$ cat src/rtl/hazard_match_tracker.sv
// hazard_match_tracker
// Producer side of the hazard-control interface for the 5-stage ARM core.
// Tracks register addresses and write-type flags of the instructions in the
// Execute, Memory and Writeback stages, and derives the match vector and the
// status flags the hazard unit needs for forwarding, stalling and flushing.
module hazard_match_tracker #(
  parameter int RA_W   = 4,
  parameter int PC_REG = 15
) (
  input  logic            clk,
  input  logic            reset,
  input  logic [RA_W-1:0] RA1D,
  input  logic [RA_W-1:0] RA2D,
  input  logic [RA_W-1:0] WA3D,
  input  logic            RegWriteD,
  input  logic            MemtoRegD,
  input  logic            PCSrcD,
  input  logic            BranchD,
  input  logic            CondExE,
  input  logic            FlushE,
  output logic [4:0]      match,
  output logic            RegWriteM,
  output logic            RegWriteW,
  output logic            MemtoRegE,
  output logic            PCWrPendingF,
  output logic            PCSrcW,
  output logic            BranchTakenE
);

  localparam logic [RA_W-1:0] PC_IDX = RA_W'(PC_REG);

  // Execute-stage tracked state
  logic [RA_W-1:0] RA1E;
  logic [RA_W-1:0] RA2E;
  logic [RA_W-1:0] WA3E;
  logic            RegWriteE;
  logic            PCSrcE;
  logic            BranchE;

  // Memory-stage tracked state
  logic [RA_W-1:0] WA3M;
  logic            PCSrcM;

  // Writeback-stage tracked state
  logic [RA_W-1:0] WA3W;

  // Per-comparison qualifiers: a register equal to the PC never matches
  logic ra1d_ok;
  logic ra2d_ok;
  logic ra1e_ok;
  logic ra2e_ok;
  logic wa3e_ok;
  logic wa3m_ok;
  logic wa3w_ok;

  // D->E transfer; a flush loads an all-zero bubble into Execute
  always_ff @(posedge clk) begin
    if (reset || FlushE) begin
      RA1E      <= '0;
      RA2E      <= '0;
      WA3E      <= '0;
      RegWriteE <= 1'b0;
      MemtoRegE <= 1'b0;
      PCSrcE    <= 1'b0;
      BranchE   <= 1'b0;
    end else begin
      RA1E      <= RA1D;
      RA2E      <= RA2D;
      WA3E      <= WA3D;
      RegWriteE <= RegWriteD;
      MemtoRegE <= MemtoRegD;
      PCSrcE    <= PCSrcD;
      BranchE   <= BranchD;
    end
  end

  // E->M transfer; a condition-failed instruction becomes a non-writer in M
  always_ff @(posedge clk) begin
    if (reset) begin
      WA3M      <= '0;
      RegWriteM <= 1'b0;
      PCSrcM    <= 1'b0;
    end else begin
      WA3M      <= WA3E;
      RegWriteM <= RegWriteE & CondExE;
      PCSrcM    <= PCSrcE & CondExE;
    end
  end

  // M->W transfer, plain copy
  always_ff @(posedge clk) begin
    if (reset) begin
      WA3W      <= '0;
      RegWriteW <= 1'b0;
      PCSrcW    <= 1'b0;
    end else begin
      WA3W      <= WA3M;
      RegWriteW <= RegWriteM;
      PCSrcW    <= PCSrcM;
    end
  end

  // PC-register exclusion for every address taking part in a comparison
  always_comb begin
    ra1d_ok = (RA1D != PC_IDX);
    ra2d_ok = (RA2D != PC_IDX);
    ra1e_ok = (RA1E != PC_IDX);
    ra2e_ok = (RA2E != PC_IDX);
    wa3e_ok = (WA3E != PC_IDX);
    wa3m_ok = (WA3M != PC_IDX);
    wa3w_ok = (WA3W != PC_IDX);
  end

  // Source/destination match vector; write-enable gating keeps bubbles silent
  always_comb begin
    match = 5'b00000;
    match[4] = (((RA1D == WA3E) & ra1d_ok) | ((RA2D == WA3E) & ra2d_ok))
               & RegWriteE & wa3e_ok;
    match[3] = (RA1E == WA3M) & ra1e_ok & RegWriteM & wa3m_ok;
    match[2] = (RA2E == WA3M) & ra2e_ok & RegWriteM & wa3m_ok;
    match[1] = (RA1E == WA3W) & ra1e_ok & RegWriteW & wa3w_ok;
    match[0] = (RA2E == WA3W) & ra2e_ok & RegWriteW & wa3w_ok;
  end

  // Control-flow status: E-stage PC write counted before its condition resolves
  always_comb begin
    PCWrPendingF = PCSrcD | PCSrcE | PCSrcM;
    BranchTakenE = BranchE & CondExE;
  end

endmodule

$ cat config.mk
export PLATFORM = sky130hd
export DESIGN_NAME = hazard_match_tracker
export DESIGN_NICKNAME = d
export VERILOG_FILES = /design/src/rtl/hazard_match_tracker.sv
export SDC_FILE = /design/constraint.sdc
export NUM_CORES = 1
export LEC_CHECK = 0
export CAP_MARGIN = 20
export CORE_ASPECT_RATIO = 1.75
export CORE_UTILIZATION = 40
export DETAILED_ROUTE_END_ITERATION = 7
export PLACE_DENSITY_LB_ADDON = 0.2
export SYNTH_ARGS = -nofsm -noshare
export SYNTH_HDL_FRONTEND = slang
export SYNTH_SLANG_ARGS = --single-unit
export TNS_END_PERCENT = 1
$ cat constraint.sdc
create_clock -name clk -period 1.1 [get_ports clk]
set_clock_uncertainty 0.15 [all_clocks]
set_input_delay 0.22 -clock clk [delete_from_list [all_inputs] [get_ports clk]]
set_output_delay 0.22 -clock clk [all_outputs]
set_load 0.1 [all_outputs]
* Yosys cells after proc, flatten, opt, wreduce, memory -nomap -nowiden
Cells that the tools add are included.
** Word-level totals
- Flip-flop bits (word level) :: 28
- Latch bits :: 0
- Bits in writable memories :: 0
- Memory bits (read-only) :: 0
- Bits of input ports :: 20
- Output and inout port bits :: 11
- Word-level logic and storage cells :: 49
- Memories :: 0
** Operators by class
- $add $sub $neg :: 0
- Multipliers :: 0
- Div/mod/pow operators :: 0
- $lt $le $gt $ge :: 0
- Equal/unequal tests :: 13
- Shift operators :: 0
- Muxes and demuxes :: 0
- Bitwise gates (word level) :: 22
- Reduce and logical (&&, ||, !) cells :: 1
** Operators with widths (number)
- != test 4 bit, second input constant :: 7
- == test 4 bit :: 6
- AND 1 bit :: 19
- bitwise OR 1 bit :: 3
- logical OR 1 bit :: 1

* Longest topological paths before layout
Gate-level depths: netlist of run 1.
- Word-level depth :: 5
- Gate-level depth with buffers :: 3

* Worst setup path after synthesis of run 1
OpenSTA, ideal clock, no wires.
- Kind :: reg2out
- From :: register RegWriteM
- To :: output port match[2]
- Arrival :: 4042 ps
- Setup slack :: -3312 ps
- Stages on the path, launching flop included :: 3
- Buffers on the path :: 0
- Path through :: dfxtp_1 > nand2_1 > nor4_1
** On the way
- Cells in the longest elaborated chain, start to end :: 2
** Ends and longest elaborated chain
- start, declared :: RTL line 22 : output logic RegWriteM,
- start signal, assigned :: RTL line 85 : RegWriteM <= RegWriteE & CondExE;
- AND 1 bit (2 in series) :: RTL line 120 : match[2] = (RA2E == WA3M) & ra2e_ok & RegWriteM & wa3m_ok;
- end, declared :: RTL line 21 : output logic [4:0] match,
Every way passes these cells.

* Worst setup path after layout of run 1
- From :: register WA3W[3]
- To :: output port match[1]
** On the way
- Cells in the longest elaborated chain, start to end :: 4
** Ends and longest elaborated chain
- start, declared :: RTL line 45 : logic [RA_W-1:0] WA3W;
- start signal, assigned :: RTL line 93 : WA3W <= '0;
- start signal, assigned :: RTL line 97 : WA3W <= WA3M;
- == test 4 bit :: RTL line 121 : match[1] = (RA1E == WA3W) & ra1e_ok & RegWriteW & wa3w_ok;
- AND 1 bit (2 in series) :: RTL line 121
- AND 1 bit * :: RTL line 121
Mark *: on every way between the ends. The rest lies on a longest branch, timed or not.

==> results of run 1 <==
==> worst max-delay path: stages (launching register included) <==
cell     delay (ns)
dfxtp_2        0.33
buf_6          0.11
nand4_1        0.09
nand2_2        0.11
nor4_4         0.36
buf_12         0.22
==> kinds of logic after synthesis <==
kind of cell | count (synthesis)
AO/OA/AOI/OAI | 2
AND/OR/NAND/NOR | 55
XOR/XNOR | 23
flip-flops | 28
buffers and inverters | 2
==> power breakdown <==
part	internal, uW	total (uW)	switching [uW]	leakage [uW]
Clock	259	545	286	0.0000228
Combinational	173	329	156	0.000465
Sequential	1040	1080	33.1	0.000235
==> Yosys cell counts <==
master	count	area share
dfxtp_1	28	0.50
and2_1	18	0.10
xnor2_1	17	0.13
nand4_1	9	0.050
nor2b_1	9	0.050
nand3_1	6	0.027
xor2_1	6	0.047
nand2_1	3	0.010
nor4_1	3	0.017
and3b_1	2	0.016
buf_2	2	0.0090
a21oi_1	1	0.0045
nor2_1	1	0.0034
nor2_2	1	0.0056
nor2b_2	1	0.0078
nor3_1	1	0.0045
o22ai_1	1	0.0056
or3_1	1	0.0056
==> repair_timing <==
action | CTS | global route
buffers inserted | 2 | 0
endpoints found under the setup margin | 27 | 29
resized for setup | 14 | 4
hold buffers | 0 | 0
hold endpoints to repair | 0 | 0
pin swaps | 8 | 3
==> layout make-up <==
type,instances,share of cell area
clock buffers,4,0.0249
multi-input cells,80,0.346
flip-flops and latches,28,0.322
well taps,27,0.0187
repair buffers,42,0.289
==> sequential cells by signal, indices dropped and copies added (netlist names) <==
name	flops
RA1E	4
PCSrcW	1
RegWriteM	1
PCSrcE	1
WA3E	4
RA2E	4
WA3W	4
RegWriteW	1
RegWriteE	1
MemtoRegE	1
BranchE	1
PCSrcM	1
WA3M	4
==> path summary, 6_finish.rpt <==
kind / startpoint / to / slack, ns / cells past startpoint
max: WA3W[3] / match[1] / -0.75 / 5
min: PCSrcD / PCSrcE / 0.17 / 2
max reg2reg: RegWriteM / RegWriteW / 0.27 / 2
min reg2reg: PCSrcM / PCSrcW / 0.32 / 1
==> metrics by stage <==
stage,setup slack [ns],hold slack [ns],total power (uW),utilization
finish,-0.749,0.173,1950,0.680
global route,-0.833,0.178,2020,0.680
CTS,-0.727,0.170,1960,0.677
detailed placement,-0.680,0.311,1420,0.640
global placement,-0.666,0.296,1420,0.640
floorplan,-0.986,0.192,1270,-
==> routing by layer <==
metal	wire (um)	GRT usage
met4	45	0.0968
met2	1450	0.361
met5	0	0
met1	725	0.156
met3	62	0.0151
==> impl_metrics.env, run 1 <==
export IMPL_status="complete, but fails checks"
export IMPL_core_area_mm2=0.00266
export IMPL_finalSetupViolCount=11
export IMPL_seqCellArea_um2=582
export IMPL_cp_end_kind="primary output"
export IMPL_nets=175
export IMPL_dpl_hpwl_um=1870
export IMPL_start_util=0.420
export IMPL_avgRoutedWirePerCell_um=12.6
export IMPL_routabilityCongestion=0.753
export IMPL_floorplan_rows=25
export IMPL_worstPathRequired_ns=0.73
export IMPL_hold_path_class="primary input to flip-flop"
export IMPL_fin_crit_ns=1.85
export IMPL_portBuffers=30
export IMPL_grt_pass1_vias=917
export IMPL_clock_latency_ns=0.26
export IMPL_cp_start_kind="flip-flop"
export IMPL_hold_viol=0
export IMPL_area_delta_synth_final_pct=62.0
export IMPL_htree_levels=1
export IMPL_synth_simple_gate_area_frac=0.298
export IMPL_ys_warn_count=0
export IMPL_grtUsageTotal=0.175
export IMPL_io_pins=31
export IMPL_synthMuxAreaShare=0
export IMPL_die_w_um=41.9
export IMPL_layout_cells_non_filler=181
export IMPL_violations="negative setup slack"
export IMPL_chipHeight_um=71.9
export IMPL_synth_compound_area_frac=0.0101
export IMPL_cts_tree="yes"
export IMPL_num_vias=884
export IMPL_overflow=0
export IMPL_drt_antenna_violating_nets=0
export IMPL_clockBufferDepth=2
export IMPL_p_leak_uw=0.000723
export IMPL_root_buffer="clkbuf_8"
export IMPL_path_max_fanout=2
export IMPL_ir_worst_vdd_mv=0.958
export IMPL_vias_per_cell=4.88
export IMPL_critical_path_class="flip-flop to primary output"
export IMPL_worstMarginPinSlew_ns=0.304
export IMPL_syn_avg_cell_area_um2=10.1
export IMPL_setup_tns_ns=-4.51
export IMPL_syn_cell_area_mm2=0.00112
export IMPL_drv_slew=0
export IMPL_yosysSeqAreaShare=0.502
export IMPL_synth_cell_type_count=18
export IMPL_final_cell_mix="xnor2_1, and2_1, dfxtp_1, clkdlybuf4s50_1"
export IMPL_drc_errors=0
export IMPL_multiInputGateArea_um2=626
export IMPL_period_share=1.68
export IMPL_fmax_mhz=541
export IMPL_die_area_mm2=0.00301
export IMPL_placed_cells=175
export IMPL_cts_clk_slew_worst_paths_ns=0.09
export IMPL_fill_cells=204
export IMPL_post_route_cell_area_mm2=0.00181
export IMPL_power_density_mw_per_mm2=1080
export IMPL_synth_top_family_by_area="simple AND/OR/NAND/NOR gates"
export IMPL_clock_sinks=28
export IMPL_finalWirelength_um=2280
export IMPL_firstDrtPassIters=3
export IMPL_drtIter0Drc=6
export IMPL_drive_gt1_frac=0.325
export IMPL_grt_max_degree=17
export IMPL_dpl_cell_area_mm2=0.00170
export IMPL_cts_buffers=3
export IMPL_rsz0062_at_grt="yes"
export IMPL_postSynthCellCount=110
export IMPL_synth_seq_cells=28
export IMPL_synth_adder_area_share=0
export IMPL_setup_ws_ns=-0.749
export IMPL_grt_pass1_wl_um=3960
export IMPL_diodes=0
export IMPL_grt_antenna_before_repair=0
export IMPL_max_slew_margin=0.797
export IMPL_syn_nets=130
export IMPL_synth_xor_area_frac=0.180
export IMPL_maxCapViolations=0
export IMPL_worst_ep_arrival_time_ns=1.48
Power figures use the tool's default switching activity.
==> inputs of run 2 (changes only) <==
- CTS_CLUSTER_DIAMETER: unset -> 120
==> results of run 2 <==
The final DEF is identical to that of run 1; final timing and power are the same.
